$ cat config.mk
export PLATFORM = sky130hd
export DESIGN_NAME = fifo_rr_arbiter
export DESIGN_NICKNAME = d
export VERILOG_FILES = /design/src/rtl/fifo_rr_arbiter_pkg.sv /design/src/rtl/rr_grant4.sv /design/src/rtl/fifo_rr_arbiter.sv
export SDC_FILE = /design/constraint.sdc
export NUM_CORES = 1
export LEC_CHECK = 0
export ABC_AREA = 1
export BUFFER_PORTS_ARGS = -buffer_cell sky130_fd_sc_hd__buf_2
export CAP_MARGIN = 20
export CORE_ASPECT_RATIO = 1.4
export CORE_MARGIN = 3
export CORE_UTILIZATION = 40
export CTS_CLUSTER_DIAMETER = 30
export CTS_CLUSTER_SIZE = 30
export DETAILED_ROUTE_END_ITERATION = 8
export HOLD_SLACK_MARGIN = 0.12
export PLACE_DENSITY_LB_ADDON = 0.2
export SYNTH_ARGS = -nofsm -noshare
export SYNTH_HDL_FRONTEND = slang
export SYNTH_SLANG_ARGS = --single-unit
export TNS_END_PERCENT = 20
$ cat constraint.sdc
create_clock -name clk -period 2 [get_ports clk]
set_clock_uncertainty 0.2 [all_clocks]
set_input_delay 0.1 -clock clk [delete_from_list [all_inputs] [get_ports clk]]
set_output_delay 0.1 -clock clk [all_outputs]
set_load 0.02 [all_outputs]
$ cat src/rtl/fifo_rr_arbiter_pkg.sv
// Shared constants and FSM encoding for the FIFO round-robin pop scheduler.
package fifo_rr_arbiter_pkg;

    localparam int DATA_WIDTH = 6;
    localparam int NUM_PORTS  = 4;
    localparam int DEST_MSB   = DATA_WIDTH - 1;
    localparam int DEST_LSB   = DATA_WIDTH - 2;

    typedef enum logic [1:0] {
        IDLE   = 2'd0,
        ACTIVE = 2'd1,
        STALL  = 2'd2
    } arb_state_t;

endpackage

$ cat src/rtl/rr_grant4.sv
// Combinational 4-way round-robin picker: the first requester at or after rr_ptr wins.
module rr_grant4 (
    input  logic [3:0] req,
    input  logic [1:0] rr_ptr,
    output logic [3:0] gnt,
    output logic [1:0] gnt_idx,
    output logic       any_gnt
);

    logic [1:0] idx;

    // NOTE: combinational logic uses blocking '=' and assigns every output a default
    // first, so the loop reads its own earlier result and no latch is inferred.
    always_comb begin
        gnt     = '0;
        gnt_idx = '0;
        any_gnt = 1'b0;
        idx     = '0;
        for (int k = 0; k < 4; k++) begin
            idx = rr_ptr + 2'(k);
            if (!any_gnt && req[idx]) begin
                any_gnt   = 1'b1;
                gnt_idx   = idx;
                gnt[idx]  = 1'b1;
            end
        end
    end

endmodule

$ cat src/rtl/fifo_rr_arbiter.sv
// Round-robin pop scheduler: pops one non-empty input FIFO per cycle and pushes the word
// one cycle later into the output FIFO named by its two MSBs; stalls on any pause/full.
module fifo_rr_arbiter #(
    parameter int DATA_WIDTH = fifo_rr_arbiter_pkg::DATA_WIDTH,
    parameter int NUM_PORTS  = fifo_rr_arbiter_pkg::NUM_PORTS
) (
    input  logic                            clk,
    input  logic                            reset,
    input  logic                            enable,
    input  logic [NUM_PORTS-1:0]            In_Empty,
    input  logic [NUM_PORTS*DATA_WIDTH-1:0] In_Data,
    input  logic [NUM_PORTS-1:0]            Out_Pausa,
    input  logic [NUM_PORTS-1:0]            Out_Full,
    output logic [NUM_PORTS-1:0]            In_Pop,
    output logic [NUM_PORTS-1:0]            Out_Push,
    output logic [DATA_WIDTH-1:0]           Out_Data,
    output logic                            Idle,
    output logic                            Error_Arb
);
    import fifo_rr_arbiter_pkg::*;

    arb_state_t state, state_nxt;

    logic [1:0]           rr_ptr;
    logic [1:0]           pop_idx;
    logic [1:0]           sel_q;
    logic                 vld_q;
    logic [NUM_PORTS-1:0] req;
    logic [NUM_PORTS-1:0] gnt;
    logic [1:0]           gnt_idx;
    logic                 any_gnt;
    logic                 grant_ok;
    logic [1:0]           dest;

    // In_Pop doubles as last_mask: the input popped last cycle still shows a stale
    // non-empty flag, so it is excluded from this cycle's request.
    assign req = ~In_Empty & ~In_Pop;

    rr_grant4 u_grant (
        .req     (req),
        .rr_ptr  (rr_ptr),
        .gnt     (gnt),
        .gnt_idx (gnt_idx),
        .any_gnt (any_gnt)
    );

    always_ff @(posedge clk) begin
        if (reset) begin
            state <= IDLE;
        end else begin
            state <= state_nxt;
        end
    end

    // Gating on the next state keeps a pause sampled this cycle from producing a pop.
    always_comb begin
        state_nxt = ACTIVE;
        grant_ok  = 1'b0;
        if (!enable) begin
            state_nxt = IDLE;
        end else if ((|Out_Pausa) || (|Out_Full)) begin
            state_nxt = STALL;
        end
        grant_ok = (state_nxt == ACTIVE) && any_gnt;
    end

    always_ff @(posedge clk) begin
        if (reset) begin
            In_Pop    <= '0;
            pop_idx   <= '0;
            rr_ptr    <= '0;
            vld_q     <= 1'b0;
            sel_q     <= '0;
            Error_Arb <= 1'b0;
        end else begin
            In_Pop <= grant_ok ? gnt : '0;
            vld_q  <= |In_Pop;
            sel_q  <= pop_idx;
            if (grant_ok) begin
                pop_idx <= gnt_idx;
                rr_ptr  <= gnt_idx + 2'd1;
            end
            if (|(Out_Push & Out_Full)) begin
                Error_Arb <= 1'b1;
            end
        end
    end

    // The popped word appears on In_Data one cycle after its pop; push it unconditionally.
    always_comb begin
        Out_Data = In_Data[sel_q*DATA_WIDTH +: DATA_WIDTH];
        dest     = Out_Data[DATA_WIDTH-1 -: 2];
        Out_Push = '0;
        Out_Push[dest] = vld_q;
    end

    assign Idle = (&In_Empty) & ~vld_q & (state != STALL);

endmodule

* Yosys cells after proc, flatten, opt, wreduce, memory -nomap -nowiden
Cells that the tools add are included.
** Storage, ports and cells
- Word-level logic and storage cells :: 88
- Register bits :: 14
** Operators by class
- Shift operators :: 1
- Eq/ne operators :: 2
- Add/subtract/negate cells :: 4
- Multiplexer cells :: 32
- Reductions and logical operators :: 19
- Bitwise operators :: 12
- Multiply operators :: 1
- Magnitude comparators :: 10
** Operators by type and width (number)
- indexed part select 24 x 6 -> 6 bit :: 1
- two-way mux 4 bit :: 4
- OR reduction 4 bit :: 4
- < comparator 2 x 3 -> 1 bit (second input constant) :: 5
- two-way mux 1 bit :: 13
- AND 4 bit :: 3
- two-way mux 2 bit :: 6
- OR 4 bit :: 3
- demux 1 bit (select 2 bit) :: 5
- greater-or-equal comparator 2 x 1 -> 1 bit (second input constant) :: 5
- logical AND 1 bit :: 9
- binary-select mux 1 bit (select 2 bit) :: 4
- NOT 4 bit :: 2
- adder 2 x 1 -> 2 bit (second input constant) :: 2
- adder 2 bit (second input constant) :: 2
- multiplier 2 x 2 -> 4 bit (second input constant) :: 1
- AND reduction 4 bit :: 1
- zero test 1 bit :: 3
- AND 1 bit :: 2
- == test 2 x 1 -> 1 bit (second input constant) :: 1
- inequality test 2 bit (second input constant) :: 1
- NOT 1 bit :: 2
- OR reduction 2 bit :: 1
- logical OR 1 bit :: 1

* Depth between registers and ports, before layout
Gate-level depths: netlist of run 1.
- Depth after elaboration :: 17
- Gate-level depth with buffers :: 13

* Hierarchy
From an unflattened synthesis of run 1, not the netlist that was laid out.
** Unflattened totals
- Cell total of the unflattened synthesis :: 192
- Area total of the unflattened synthesis :: 1236.2 um^2
** By module, submodules not included
- fifo_rr_arbiter :: instances 1, cells each 118, area each 795.8 um^2
- rr_grant4 :: instances 1, cells each 74, area each 440.4 um^2

* Least setup slack after synthesis of run 1
Ideal clock, no wire load.
- Path kind :: flip-flop to flip-flop
- From :: reg rr_ptr[0]
- To :: reg rr_ptr[1]
- Data arrival time :: 1729 ps
- Setup time :: 111 ps
- Clock period less this slack :: 2041 ps
- Cell stages (with the launch flop) :: 13
- Path slack :: -41 ps
- Cell sequence :: dfxtp_1 -> inv_2 -> ha_1 -> inv_1 -> nand3_2 -> nand2_4 -> nand3_4 -> nor2_2 -> nor2_2 -> nand2_2 -> nand2_1 -> nor2_1 -> nor2_1
** On the way
- Word-level cells in the longest chain between the ends :: 13
- Elaborated cells between the ends (all ways) :: 27
** Ends and longest elaborated chain
- start, declared :: RTL line fifo_rr_arbiter.sv:24 : logic [1:0] rr_ptr;
- start signal, assigned :: RTL line fifo_rr_arbiter.sv:81 : rr_ptr <= gnt_idx + 2'd1;
- branches (longest 13 deep; another with adder 2 x 1 -> 2 bit)
Parallel ways; which one is timed is not known. The select of a mux whose other input is x is not followed.
A chain may end at the register's enable or synchronous reset.

* Worst setup path after layout of run 1
- From :: in enable
- To :: reg rr_ptr[1]
** On the way
- Word-level cells in the longest chain between the ends :: 3
** Ends and longest elaborated chain
- start, declared :: RTL line fifo_rr_arbiter.sv:9 : input logic enable,
- two-way mux 2 bit :: RTL line fifo_rr_arbiter.sv:59 : if (!enable) begin
- == test 2 x 1 -> 1 bit :: RTL line fifo_rr_arbiter.sv:64 : grant_ok = (state_nxt == ACTIVE) && any_gnt;
- logical AND 1 bit :: RTL line fifo_rr_arbiter.sv:64
No other way between the ends.

==> impl_results.md, run 1 <==
* VDD IR max at about 0.00026 V
* Final period util at 0.939
* Commonest cells after routing, fill and taps aside: nand2_1 (60), buf_2 (54), nor2_1 (23), nand3_1 (17)
* Post-place setup slack at 0.155 ns
* Area of the multi-input gates at 836 sq um
* Internal at roughly 0.00045 W
* Via density at between 4 and 5
* Commonest non-fill, non-tap cell in the layout: nand2_1
* Tmin final at 1.88 ns
* Share of layout cells above drive strength 1 at 0.345
* Worst R2R Path Depth at 12
* Run status: finished clean
* Fill count at 277
* Cell count after synthesis at 192
* CP max stage cell: dlygate4sd3_1
* Max FO, Critical Path at 4
* Hold crit path type: input pin to register
* NetSw at between 0.00015 and 0.0002 W
* GRT Overall Usage at 0.189
* Net count after synthesis at 239
* Fmax at 0.532 GHz
* Crit path depth at 9
* Crit path buffers/inverters at 4
* Total congestion overflow at 0
* Worst-Skew Late Latency at 0.28 ns
* Initial antenna violation count at 0
* DRC Markers at 0
* RSZ-0062 raised after global routing: false
* DR iter-0 viols at 47
* Die Height at 70.9 um
* Syn Area/Cell at 6.26 sq um
* Drt total wl at 3440 um
* WHS at 0.175 ns
* # port buffers at 54
* Worst-path clk slew at 0.09 ns
* Sequential cell area at 283 sq um
* Slew at the pin closest to its max-slew limit at 0.278 ns
* Setup WS post-layout at 0.122 ns
* GPL Wtd Cong at 0.927
* Clock power frac at 0.331
* Crit path DAT at 1.90 ns
* Worst path required time at ~2.0 ns
* Final Max Tran Viols at 0
* Sequential power share at 0.453
* Detailed Place HPWL at 2760 um
* Area grow syn2layout at 38.9%
* DIE AREA at 3710 sq um
* Hold Path Depth at 8
* Max-capacitance violation count at 0
* CP max stage delay at 0.62 ns
* Pre-Repair DR Iteration Count at 4
* Wire per inst at 11.6 um
* Final-stage net count at 309
* Largest net degree at the start of global routing at 13
* YS warnings at 0
* Finished Layout Cells at 297
* P per Cell Area at 370 nW/um^2
* Placeable Area at 2750 sq um
* Clock Sink Count at 14
* Setup TNS Final at 0 ns
* CP Cell Sequence: dlygate4sd3_1, buf_2, inv_1, nor2_2, dlygate4sd3_1, o21ai_4, a21oi_2, nor2_1, nor2_1
* Comb power frac at 0.216
* Remaining antenna violation count after routing at 0
* Netlist cell types at 26
* Slew margin rel. at 0.813
* CTS tree: built
* Sw Share at 0.271
* Post-Place Cells at 284
* Die X at 52.3 um
* FF+latch count, synth at 14
* WS Path Type: input pin to register
* # setup viols final at 0
* CTS max path bufs at 2
* Worst Setup End Kind: register
* Pleak at 0.879 nW
* Global-route wire length before repair at 5450 um
* Num CTS Buffers at 3
* Initial core utilization at 0.437
* CP top delay family: buffers and inverters
* Crit path launch type: input pin
* I/O pins at 55
* Vias at 1448
* CTS Root Cell: clkbuf_4
* Post-Syn Area at 1200 sq um
* Sequential-to-total area share from yosys stat at 0.233
* N_diodes at 0
* Vias in the first global route at 1331
* Site Rows at 22
* CTS H-Tree Depth at 1
* Final Hold Fails at 0
* Post CTS Setup Buffer Count at 0
-- cell usage after synthesis, drive strengths merged --
cell    count  share of area
o22ai       4          0.021
a21oi      11          0.052
o21ai      10          0.051
nor4        3          0.016
dfxtp      14           0.23
buf         2         0.0083
nor2       26          0.087
clkinv      1         0.0042
clkbuf      1         0.0031
a211oi      1         0.0062
nand3      22           0.12
a41oi       1         0.0073
o211ai      1         0.0062
nand4       2          0.010
ha          8          0.083
nand2      67           0.24
inv        18          0.056
-- metal layers --
metal / up-vias / track usage / share of wire / wire (um)
met3: 5 / 0.0105 / 0.074 / 256
met2: 54 / 0.348 / 0.50 / 1730
met4: 0 / 0.0767 / 0.017 / 57
li1: 763 / - / - / -
met5: - / 0 / 0 / 0
met1: 626 / 0.217 / 0.41 / 1400
-- repair_timing --
action | 4_1_cts | 5_1_grt
hold buffers | 10 | 0
setup endpoints to repair | 0 | 1
resized for setup | 0 | 0
hold endpoints to repair | 10 | 0
-- final cells by class --
cell class              count  share of cell area
repair buffers             68               0.238
flip-flops and latches     14               0.169
clock buffers               4              0.0217
well taps                  36              0.0270
inverters                  19              0.0434
multi-input cells         156               0.500
-- state kept, by name, indices dropped and copies added, names as in the netlist --
| signal | count |
|---|---|
| Error_Arb | 1 |
| In_Pop | 4 |
| pop_idx | 2 |
| rr_ptr | 2 |
| sel_q | 2 |
| state | 2 |
| vld_q | 1 |
-- final timing paths --
path                                 from                     end  slack (ns)
setup / recovery                   enable  rr_ptr[1]$_SDFFE_PP0P_        0.12
hold / removal                In_Data[16]  Error_Arb$_SDFFE_PP0P_        0.17
setup reg to reg   rr_ptr[0]$_SDFFE_PP0P_  rr_ptr[1]$_SDFFE_PP0P_        0.15
hold reg to reg   pop_idx[0]$_SDFFE_PP0P_     sel_q[0]$_SDFF_PP0_        0.22
-- kinds of logic (layout without fill, tap and decap cells) --
| kind of cell | after synthesis | after routing | synth area share |
|---|---|---|---|
| adder cells (fa/ha/maj) | 8 | 8 | 0.0832 |
| flip-flops | 14 | 14 | 0.233 |
| buffers and inverters | 22 | 91 | 0.0718 |
| AO/OA/AOI/OAI | 28 | 28 | 0.144 |
| AND/OR/NAND/NOR | 120 | 120 | 0.468 |
-- power groups by stage --
| stage | clock network (W) | logic [W] | registers, W |
|---|---|---|---|
| after global routing | 0.000219 | 0.000147 | 0.000280 |
| after floorplan | 0 | 0.0000672 | 0.000287 |
| after CTS | 0.000207 | 0.000134 | 0.000280 |
| after global placement | 0 | 0.000121 | 0.000287 |
| after detailed placement | 0 | 0.000121 | 0.000287 |
| final | 0.000205 | 0.000133 | 0.000280 |
-- worst min-delay path, delay by kind of cell --
| kind | cells | cell delay [ns] |
|---|---|---|
| compound gates | 1 | 0.10 |
| buf+inv | 1 | 0.08 |
| simple gates | 6 | 0.32 |
-- stage by stage --
step                      power [W]  utilization  cell area [sq um]
after floorplan            0.000354            -               1200
after global placement     0.000408        0.561               1540
after detailed placement   0.000408        0.561               1540
after CTS                  0.000621        0.610               1680
after global routing       0.000647        0.607               1670
final                      0.000618        0.607               1670
(Power assumes the default switching activity.)
==> inputs of run 2 (changes only) <==
--- a/config.mk
+++ b/config.mk
@@ -11,6 +11,7 @@
 export CORE_ASPECT_RATIO = 1.4
 export CORE_MARGIN = 3
 export CORE_UTILIZATION = 40
+export CTS_BUF_LIST = sky130_fd_sc_hd__clkbuf_8
 export CTS_CLUSTER_DIAMETER = 30
 export CTS_CLUSTER_SIZE = 30
 export DETAILED_ROUTE_END_ITERATION = 8
==> run 2 against run 1 <==
Combinational power hardly changed. Maximum frequency rose by 0.72%. Die area unchanged. Critical path depth increased by 3. Register-to-register slack about the same. Critical path type is now register to register. Largest cell class unchanged.
==> impl_results.md, run 2 (synthesis gave the netlist of run 1 again) <==
* CTS max path bufs at 2 (unchanged)
* Commonest cells after routing, fill and taps aside: nand2_1 (60), buf_2 (54), nor2_1 (23), nand3_1 (17), dfxtp_1 (12)
* Vias in the first global route at 1328 (-0.23%)
* Area grow syn2layout at 40.8%
* Crit path launch type: register
* CTS H-Tree Depth at 1 (unchanged)
* Site Rows at 22 (unchanged)
* Pre-Repair DR Iteration Count at 4 (unchanged)
* Worst-Skew Late Latency at 0.25 ns (-0.03 ns)
* RSZ-0062 raised after global routing: false
* Drt total wl at 3470 um (+0.81%)
* Wire per inst at 11.7 um (+1.2%)
* Post-Place Cells at 284 (unchanged)
* Initial antenna violation count at 0 (unchanged)
* DR iter-0 viols at 59 (+26%)
* Largest net degree at the start of global routing at 13 (unchanged)
* Die Height at 70.9 um (unchanged)
* Clock power frac at 0.400 (+0.069)
* Remaining antenna violation count after routing at 0 (unchanged)
* Largest register FFs at 4 (unchanged)
* VDD IR max at 0.000272 V (+6.4%)
* # setup viols final at 0 (unchanged)
* Setup TNS Final at 0 ns (unchanged)
* Worst path required time at 1.94 ns (-0.08 ns)
* Tmin final at 1.86 ns (-0.0134 ns)
* Max FO, Critical Path at 5 (+1)
* Die X at 52.3 um (unchanged)
* Worst R2R Path Depth at 12 (unchanged)
* I/O pins at 55 (unchanged)
* Total congestion overflow at 0 (unchanged)
* Run status: finished clean
* Final Hold Fails at 0 (unchanged)
* Slew at the pin closest to its max-slew limit at 0.277 ns (-0.000703 ns)
* Worst Setup End Kind: register
* Clock Sink Count at 14 (unchanged)
* Global-route wire length before repair at 5430 um (-0.39%)
* Pleak at 0.896 nW (+1.9%)
* Finished Layout Cells at 296 (-0.34%)
* P per Cell Area at 408 nW/um^2 (+10%)
* Vias at 1469 (+1.5%)
* GRT Overall Usage at 0.188 (-0.000837)
* Hold crit path type: input pin to register
* Critical R2R Capture: rr_ptr[1]$_SDFFE_PP0P_
* Worst-path clk slew at 0.05 ns (-0.04 ns)
* Slew margin rel. at 0.813 (about the same)
* Post CTS Setup Buffer Count at 0 (unchanged)
* Initial core utilization at 0.437 (unchanged)
* DIE AREA at 3710 sq um (unchanged)
* Commonest non-fill, non-tap cell in the layout: nand2_1
* Largest Register: In_Pop
* Comb power frac at 0.195 (-0.021)
* CTS tree: built
* Reg2reg start: rr_ptr[0]$_SDFFE_PP0P_
* Hold Path Depth at 7 (-1)
* Internal at 0.000515 W (+14%)
* NetSw at 0.000176 W (+5.1%)
* Hold Path End: pop_idx[1]$_SDFFE_PP0P_
* Sw Share at 0.255 (-0.0162)
* Share of layout cells above drive strength 1 at 0.354 (+0.00902)
* Num CTS Buffers at 3 (unchanged)
* Sequential power share at 0.406 (-0.047)
* # port buffers at 54 (unchanged)
* CTS Root Cell: clkbuf_8
* N_diodes at 0 (unchanged)
* Detailed Place HPWL at 2760 um (unchanged)
* Final Max Tran Viols at 0 (unchanged)
* WS Path Type: register to register
* Placeable Area at 2750 sq um (unchanged)
* DRC Markers at 0 (unchanged)
* Fmax at 0.536 GHz (+0.72%)
* Via density at 4.96 (+1.8%)
* GPL Wtd Cong at 0.927 (unchanged)
* Reg2reg setup slack at 0.14 ns (about the same)
* Max-capacitance violation count at 0 (unchanged)
* Crit path DAT at 1.80 ns (-0.10 ns)
* HP Start: Out_Pausa[1]
* Final-stage net count at 308 (-0.32%)
* Final period util at 0.932 (-0.00668)
-- run 2: worst max path at each step --
stage	from	end	slack (ns)	depth (start not counted)
after global placement	rr_ptr[0]$_SDFFE_PP0P_	rr_ptr[1]$_SDFFE_PP0P_	0.21	11
after global routing	rr_ptr[1]$_SDFFE_PP0P_	rr_ptr[1]$_SDFFE_PP0P_	0.04	11
after floorplan	rr_ptr[0]$_SDFFE_PP0P_	rr_ptr[1]$_SDFFE_PP0P_	0.08	12
after detailed placement	rr_ptr[0]$_SDFFE_PP0P_	In_Pop[2]$_SDFF_PP0_	0.15	9
final	rr_ptr[0]$_SDFFE_PP0P_	rr_ptr[1]$_SDFFE_PP0P_	0.14	12
after CTS	Out_Full[2]	state[0]$_SDFF_PP0_	0.03	8
-- run 2: cell type report --
cell class / count / area [sq um]
clock buffer: 4 / 55.1
tap: 36 / 45.0
fill: 277 / 1060
inverter: 19 / 72.6
sequential: 14 / 283
multi-input combinational: 156 / 847
timing repair buffer: 67 / 390
-- run 2: worst max-delay path, cell delays in order, from the launching register on --
cell and delay (ns):
dfxtp_2 0.33, inv_2 0.04, ha_1 0.34, inv_1 0.11, nand3_2 0.10, nand2_4 0.11, nand3_4 0.11, nor2_2 0.11
nor2_2 0.06, nand2_2 0.09, nand2_1 0.05, nor2_1 0.09, nor2_1 0.05
-- run 2: power groups by stage --
stage	clock, W	sequential (W)	combinational, W
floorplan	0	0.000287	0.0000672
global route	0.000294	0.000280	0.000148
CTS	0.000281	0.000281	0.000132
detailed placement	0	0.000287	0.000121
finish	0.000276	0.000281	0.000135
global placement	0	0.000287	0.000121
-- run 2: metrics by stage --
| stage | instance area (sq um) | setup WS [ns] | power (W) | hold slack [ns] | util |
|---|---|---|---|---|---|
| finish | 1690 | 0.135 | 0.000691 | 0.166 | 0.615 |
| global route | 1690 | 0.0418 | 0.000723 | 0.197 | 0.615 |
| CTS | 1680 | 0.0311 | 0.000694 | 0.147 | 0.610 |
| detailed placement | 1540 | 0.155 | 0.000408 | 0.154 | 0.561 |
| global placement | 1540 | 0.206 | 0.000408 | 0.147 | 0.561 |
| floorplan | 1200 | 0.0788 | 0.000354 | 0.0223 | - |
-- run 2: timing repair --
action / 4_1_cts / 5_1_grt
hold buffers: 8 / 0
gates resized for setup: 0 / 4
setup endpoints to repair: 0 / 5
hold endpoints to repair: 9 / 0
-- run 2: routing by layer --
| layer | up-vias | track usage | share of wire |
|---|---|---|---|
| li1 | 764 | - | - |
| met5 | - | 0 | 0 |
| met3 | 5 | 0.00421 | 0.078 |
| met2 | 61 | 0.345 | 0.50 |
| met1 | 639 | 0.217 | 0.41 |
| met4 | 0 | 0.0852 | 0.018 |
